File: src/rtl/fetch_redirect_ctrl.sv
// -----------------------------------------------------------------------------
// fetch_redirect_ctrl
//
// Fetch-stage controller. Owns the fetch PC and the IF/ID pipeline latch
// (PC, valid bit and the prediction that travelled with the instruction).
// Branches sitting in IF/ID are resolved against the latched prediction; a
// wrong direction or a wrong taken-target squashes the wrong-path slot,
// redirects fetch and trains the predictor.
//
// Ports
//   clk, rst               clock, synchronous active-high reset
//   stall_in               hazard stall: hold PC and IF/ID
//   halt_in                decode sees HLT in the IF/ID slot
//   pred_taken/target      predictor output for pc_curr
//   id_is_branch           IF/ID instruction is a branch
//   id_actual_taken/target resolved branch outcome from decode
//   pc_curr                current fetch PC
//   if_id_*                IF/ID latch contents
//   branch_mispredicted    combinational misprediction strobe
//   flush_if_id            squash request for IF/ID (same as mispredict)
//   upd_en/upd_taken/upd_pc BHT training strobe, direction and index
//   btb_wen                BTB write strobe (data is id_actual_target)
//   halted                 controller is parked in HALT
//   branch_cnt/mispred_cnt saturating event counters
// -----------------------------------------------------------------------------
module fetch_redirect_ctrl #(
  parameter logic [15:0] RESET_PC = 16'h0000
) (
  input  logic        clk,
  input  logic        rst,
  input  logic        stall_in,
  input  logic        halt_in,
  input  logic        pred_taken,
  input  logic [15:0] pred_target,
  input  logic        id_is_branch,
  input  logic        id_actual_taken,
  input  logic [15:0] id_actual_target,
  output logic [15:0] pc_curr,
  output logic [15:0] if_id_pc,
  output logic        if_id_valid,
  output logic        if_id_pred_taken,
  output logic [15:0] if_id_pred_target,
  output logic        branch_mispredicted,
  output logic        flush_if_id,
  output logic        upd_en,
  output logic        upd_taken,
  output logic [3:0]  upd_pc,
  output logic        btb_wen,
  output logic        halted,
  output logic [15:0] branch_cnt,
  output logic [15:0] mispred_cnt
);

  typedef enum logic [1:0] {
    ST_BOOT    = 2'd0,
    ST_RUN     = 2'd1,
    ST_RECOVER = 2'd2,
    ST_HALT    = 2'd3
  } state_e;

  state_e      state_q, state_d;
  logic [15:0] pc_q, pc_d;
  logic [15:0] if_id_pc_q, if_id_pc_d;
  logic        if_id_valid_q, if_id_valid_d;
  logic        if_id_pred_taken_q, if_id_pred_taken_d;
  logic [15:0] if_id_pred_target_q, if_id_pred_target_d;
  logic [15:0] branch_cnt_q, branch_cnt_d;
  logic [15:0] mispred_cnt_q, mispred_cnt_d;

  logic        resolve;
  logic        dir_wrong;
  logic        target_wrong;
  logic        mispredict;
  logic        halt_take;
  logic [15:0] redirect_pc;
  logic [15:0] seq_pc;

  // ---------------------------------------------------------------------------
  // Branch resolution. A valid IF/ID slot only exists in RUN, so BOOT,
  // RECOVER and HALT naturally produce no resolution and no strobes.
  // ---------------------------------------------------------------------------
  always_comb begin
    resolve      = if_id_valid_q & id_is_branch & ~stall_in;
    dir_wrong    = if_id_pred_taken_q != id_actual_taken;
    // Direction agreed on "taken" but the BTB pointed somewhere else.
    target_wrong = if_id_pred_taken_q & id_actual_taken &
                   (if_id_pred_target_q != id_actual_target);
    mispredict   = resolve & (dir_wrong | target_wrong);
    // A branch in the same slot wins over an (illegal) simultaneous HLT.
    halt_take    = (state_q == ST_RUN) & if_id_valid_q & ~stall_in &
                   ~id_is_branch & halt_in;
    redirect_pc  = id_actual_taken ? id_actual_target : (if_id_pc_q + 16'd2);
    seq_pc       = pc_q + 16'd2;   // wraps mod 2^16 by width
  end

  // ---------------------------------------------------------------------------
  // Next-state, PC, IF/ID and counter logic.
  // ---------------------------------------------------------------------------
  always_comb begin
    // NOTE: every signal gets a default first so no path leaves it unassigned
    // (otherwise synthesis infers a latch).
    state_d             = state_q;
    pc_d                = pc_q;
    if_id_pc_d          = if_id_pc_q;
    if_id_valid_d       = if_id_valid_q;
    if_id_pred_taken_d  = if_id_pred_taken_q;
    if_id_pred_target_d = if_id_pred_target_q;
    branch_cnt_d        = branch_cnt_q;
    mispred_cnt_d       = mispred_cnt_q;

    unique case (state_q)
      ST_BOOT:    state_d = ST_RUN;
      ST_RUN: begin
        if (mispredict)     state_d = ST_RECOVER;
        else if (halt_take) state_d = ST_HALT;
      end
      ST_RECOVER: if (!stall_in) state_d = ST_RUN;
      ST_HALT:    state_d = ST_HALT;
      default:    state_d = ST_BOOT;
    endcase

    if (state_q == ST_HALT) begin
      // Frozen until reset; the slot is already invalid.
      if_id_valid_d = 1'b0;
    end else if (mispredict) begin
      // Squash the wrong-path instruction; the other IF/ID fields are don't-care.
      pc_d          = redirect_pc;
      if_id_valid_d = 1'b0;
    end else if (!stall_in) begin
      pc_d                = pred_taken ? pred_target : seq_pc;
      if_id_pc_d          = pc_q;
      if_id_pred_taken_d  = pred_taken;
      if_id_pred_target_d = pred_target;
      // The instruction fetched alongside an honored HLT is never executed.
      if_id_valid_d       = ~halt_take;
    end

    if (resolve && branch_cnt_q != 16'hFFFF)
      branch_cnt_d = branch_cnt_q + 16'd1;
    if (mispredict && mispred_cnt_q != 16'hFFFF)
      mispred_cnt_d = mispred_cnt_q + 16'd1;
  end

  // ---------------------------------------------------------------------------
  // State register (synchronous reset).
  // ---------------------------------------------------------------------------
  always_ff @(posedge clk) begin
    // NOTE: sequential state uses non-blocking assignments so every flop
    // samples the pre-edge values regardless of statement order.
    if (rst) begin
      state_q             <= ST_BOOT;
      pc_q                <= RESET_PC;
      if_id_pc_q          <= 16'h0000;
      if_id_valid_q       <= 1'b0;
      if_id_pred_taken_q  <= 1'b0;
      if_id_pred_target_q <= 16'h0000;
      branch_cnt_q        <= 16'h0000;
      mispred_cnt_q       <= 16'h0000;
    end else begin
      state_q             <= state_d;
      pc_q                <= pc_d;
      if_id_pc_q          <= if_id_pc_d;
      if_id_valid_q       <= if_id_valid_d;
      if_id_pred_taken_q  <= if_id_pred_taken_d;
      if_id_pred_target_q <= if_id_pred_target_d;
      branch_cnt_q        <= branch_cnt_d;
      mispred_cnt_q       <= mispred_cnt_d;
    end
  end

  // ---------------------------------------------------------------------------
  // Outputs. Predictor strobes are single-cycle and sampled by the predictor
  // on the same edge that advances the PC.
  // ---------------------------------------------------------------------------
  assign pc_curr             = pc_q;
  assign if_id_pc            = if_id_pc_q;
  assign if_id_valid         = if_id_valid_q;
  assign if_id_pred_taken    = if_id_pred_taken_q;
  assign if_id_pred_target   = if_id_pred_target_q;
  assign branch_mispredicted = mispredict;
  assign flush_if_id         = mispredict;
  assign upd_en              = resolve;
  assign upd_taken           = id_actual_taken;
  assign upd_pc              = if_id_pc_q[3:0];
  assign btb_wen             = mispredict & id_actual_taken;
  assign halted              = (state_q == ST_HALT);
  assign branch_cnt          = branch_cnt_q;
  assign mispred_cnt         = mispred_cnt_q;

endmodule

File: config.mk
export PLATFORM = sky130hd
export DESIGN_NAME = fetch_redirect_ctrl
export DESIGN_NICKNAME = d
export VERILOG_FILES = /design/src/rtl/fetch_redirect_ctrl.sv
export SDC_FILE = /design/constraint.sdc
export NUM_CORES = 1
export LEC_CHECK = 0
export CORE_MARGIN = 8
export CORE_UTILIZATION = 25
export CTS_BUF_LIST = sky130_fd_sc_hd__clkbuf_2 sky130_fd_sc_hd__clkbuf_4 sky130_fd_sc_hd__clkbuf_8
export CTS_CLUSTER_SIZE = 30
export DETAILED_ROUTE_END_ITERATION = 8
export SETUP_SLACK_MARGIN = 0.5
export SLEW_MARGIN = 5
export SYNTH_ARGS = -nofsm -noshare
export SYNTH_HDL_FRONTEND = slang
export SYNTH_SLANG_ARGS = --single-unit
File: constraint.sdc
create_clock -name clk -period 3.7 [get_ports clk]
set_clock_uncertainty 0.2 [all_clocks]
set_input_delay 0.555 -clock clk [delete_from_list [all_inputs] [get_ports clk]]
set_output_delay 0.555 -clock clk [all_outputs]
set_load 0.05 [all_outputs]
==> qor.yml <==
status: "complete, no violations"
syn_area_sq_um: 4660
clock_latency_ns: 0.38
worstMarginPinSlew_ns: 0.927
final_nets: 718
synth_area_per_cell_sq_um: 8.30
io_buffers: 130
viasPerCell: 4.85
reg2reg_to: "pc_curr[14]"
synth_nets: 606
synth_top_area_share_pct: 36.1
ys_types: 50
hold_path_class: "flop to flop"
cts-buffers-inserted: 9
cp_cell_sequence: "clkdlybuf4s50_1 > xnor2_2 > nand4_1 > nor4_4 > o21a_1 > inv_2 > and2_2 > buf_6"
area_delta_synth_final_pct: 37.5
path_max_fanout: 3
p_per_area_nw_per_um2: 345
clockRootBuffer: "clkbuf_8"
fmax_ghz: 0.321
cts.sinks: 84
dp_cells: 894
fin_hold_ws_ns: 0.298
arrival_ns: 2.36
rows: 50
die_y_microns: 153
drc_errors: 0
clk_path_buf_depth: 2
fillers: 1951
crit_family: "buffers and inverters"
cp-start-kind: "primary input"
routed_wl_mm: 15.6
critPathSlowestCell: "clkdlybuf4s50_1"
period_needed_ns: 3.11
synthFlopType: "dfxtp_1"
cts.clk_slew.worst_paths_ns: 0.08
grt_overflow: 0
min_from: "if_id_pred_target[10]"
cpPeakStageDelay_ns: 0.56
cts_tree: "built"
grt_pass1_vias: 4290
grt_pass1_wl_mm: 24.6
instances_no_fill: 913
yosys_register_bits: 84
antenna_found_initial: 0
antenna_left: 0
maxSlewHeadroom_pct: 38.0
synth-seq-area-share_pct: 36.1
reg2reg_depth: 9
end_kind: "output port"
diodes: 0
die_x_microns: 153
core_sq_um: 18500
setup_viol: 0
synth-edff-count: 0
dpl.hpwl_mm: 11.5
gp_congestion: 0.797
async_flop_share_pct: 0
tns_ns: 0
min_path_cells: 2
maxSlewViolCount: 0
p_leak_nw: 2.38
r2r-start: "if_id_pred_target[0]"
grt_setup_unrepaired: "no"
grt_max_degree: 46
crit_type: "primary input to output port"
cts_max_level: 3
wl_per_cell_microns: 17.0
hold_viol: 0
initial_core_util_pct: 25.2
track_usage_pct: 13.2
hold_end: "if_id_pred_target[10]"
drtIter0Drc: 253
yosysWarnings: 0
synth_area_leaders: "dfxtp_1 (36%), mux2i_1 (8.4%), xnor2_1 (6.2%)"
synthCells: 562
dr.pass1.iters: 4
die_area_sq_um: 23300
ios: 131
holdBufCountCts: 0
synth_top_area_cell: "dfxtp_1"
ir_worst_vdd_v: 0.000150
fin_crit_sh_pct: 84.1
path_buf_inv: 3
final_layout_size_suffix_gt1_share_pct: 8.39
worstPathRequired_ns: 2.94
r2r_setup_slack_ns: 1.16
route.vias.total: 4427
maxCapViolCount: 0
## per-layer routing
| metal | track usage [%] | vias up | wire length [microns] |
|---|---|---|---|
| li1 | - | 2209 | - |
| met1 | 16.9 | 2074 | 7270 |
| met2 | 21.2 | 129 | 7230 |
| met3 | 3.32 | 15 | 774 |
| met4 | 4.29 | 0 | 272 |
| met5 | 0 | - | 0 |
## placed cells by master, fill, tap and decap left out, types with 5 or more instances in the layout
cell type	synthesis	layout
a311oi_1	6	6
xor2_1	19	19
nor3_1	8	8
clkdlybuf4s50_1	0	119
a221oi_1	5	5
xnor2_1	33	30
clkbuf_8	0	10
nor4_1	5	5
o21ai_0	21	21
nand4_1	22	22
o21bai_1	5	5
inv_1	5	5
mux2i_1	39	39
ha_1	5	5
dfxtp_1	84	84
or3_1	9	9
and4_1	10	10
nand3_1	26	26
nand2_1	53	53
nor2b_1	6	6
buf_4	9	16
and3_1	10	10
nor2_1	75	74
mux2_2	8	8
a21oi_1	26	26
## final cells by class
| cell class | count | area, sq um | area share, % |
|---|---|---|---|
| Sequential cell | 84 | 1680 | 26.2 |
| Multi-Input combinational cell | 429 | 2780 | 43.4 |
| Inverter | 6 | 22.5 | 0.351 |
| Timing Repair Buffer | 144 | 1420 | 22.1 |
| Clock inverter | 5 | 75.1 | 1.17 |
| Tap cell | 234 | 293 | 4.56 |
| Clock buffer | 11 | 145 | 2.26 |
## worst register-to-register path, delay by kind of cell (launching register included)
kind | cells | cell delay [ns]
DFF | 1 | 0.38
and+or+nand+nor | 3 | 0.95
AOI/OAI and AO/OA | 2 | 0.35
buffers and inverters | 3 | 0.37
xor gates and xnor gates | 1 | 0.14
## registers in the layout, indices dropped and copies added, names as in the netlist
signal and cells:
if_id_pred_taken 1, if_id_pred_target 16, state_q 2, pc_curr 16, if_id_valid 1, if_id_pc 16
branch_cnt 16, mispred_cnt 16
## what timing repair did
item,CTS,global route
gates resized for setup,5,5
pin swaps,6,4
setup endpoints to repair,1,3
buffers inserted,2,1
## where the power goes
group	switching, W	total (W)	leakage, nW	internal, W
clock	0.000348	0.000751	0.116	0.000403
sequential	0.0000567	0.000996	0.685	0.000940
combinational	0.000284	0.000468	1.58	0.000185
total	0.000689	0.00222	2.38	0.00153
## worst max-delay path by stage
stage,startpoint,end,cells past startpoint
floorplan,if_id_valid,btb_wen,8
finish,id_actual_target[9],btb_wen,8
global route,id_actual_target[9],btb_wen,8
detailed placement,id_actual_target[5],btb_wen,8
CTS,id_actual_target[12],btb_wen,8
global placement,id_actual_target[5],btb_wen,8
## through the flow
step	utilization, %	setup slack [ns]	power (W)	cell area, sq um
floorplan	-	0.593	0.00130	4670
global placement	33.1	0.381	0.00148	6140
detailed placement	33.1	0.385	0.00148	6140
CTS	34.5	0.512	0.00225	6390
global route	34.6	0.497	0.00232	6410
finish	34.6	0.587	0.00222	6410
## cells in the mapped netlist (10+ instances only)
master	instances
mux2i_1	39
nand3_1	26
o21ai_0	21
nor2_1	75
xor2_1	19
clkbuf_1	25
dfxtp_1	84
and4_1	10
a21oi_1	26
and3_1	10
nand4_1	22
nand2_1	53
xnor2_1	33
## cell families after synthesis
kind of cell	Yosys count	share of synthesized area, %
flops	84	36.1
xor+xnor	52	9.76
simple gates	239	25.3
buf+inv	49	5.04
mux	48	10.6
compound gates	85	11.9
fa+ha+maj	5	1.34
Power figures use the tool's default switching activity.
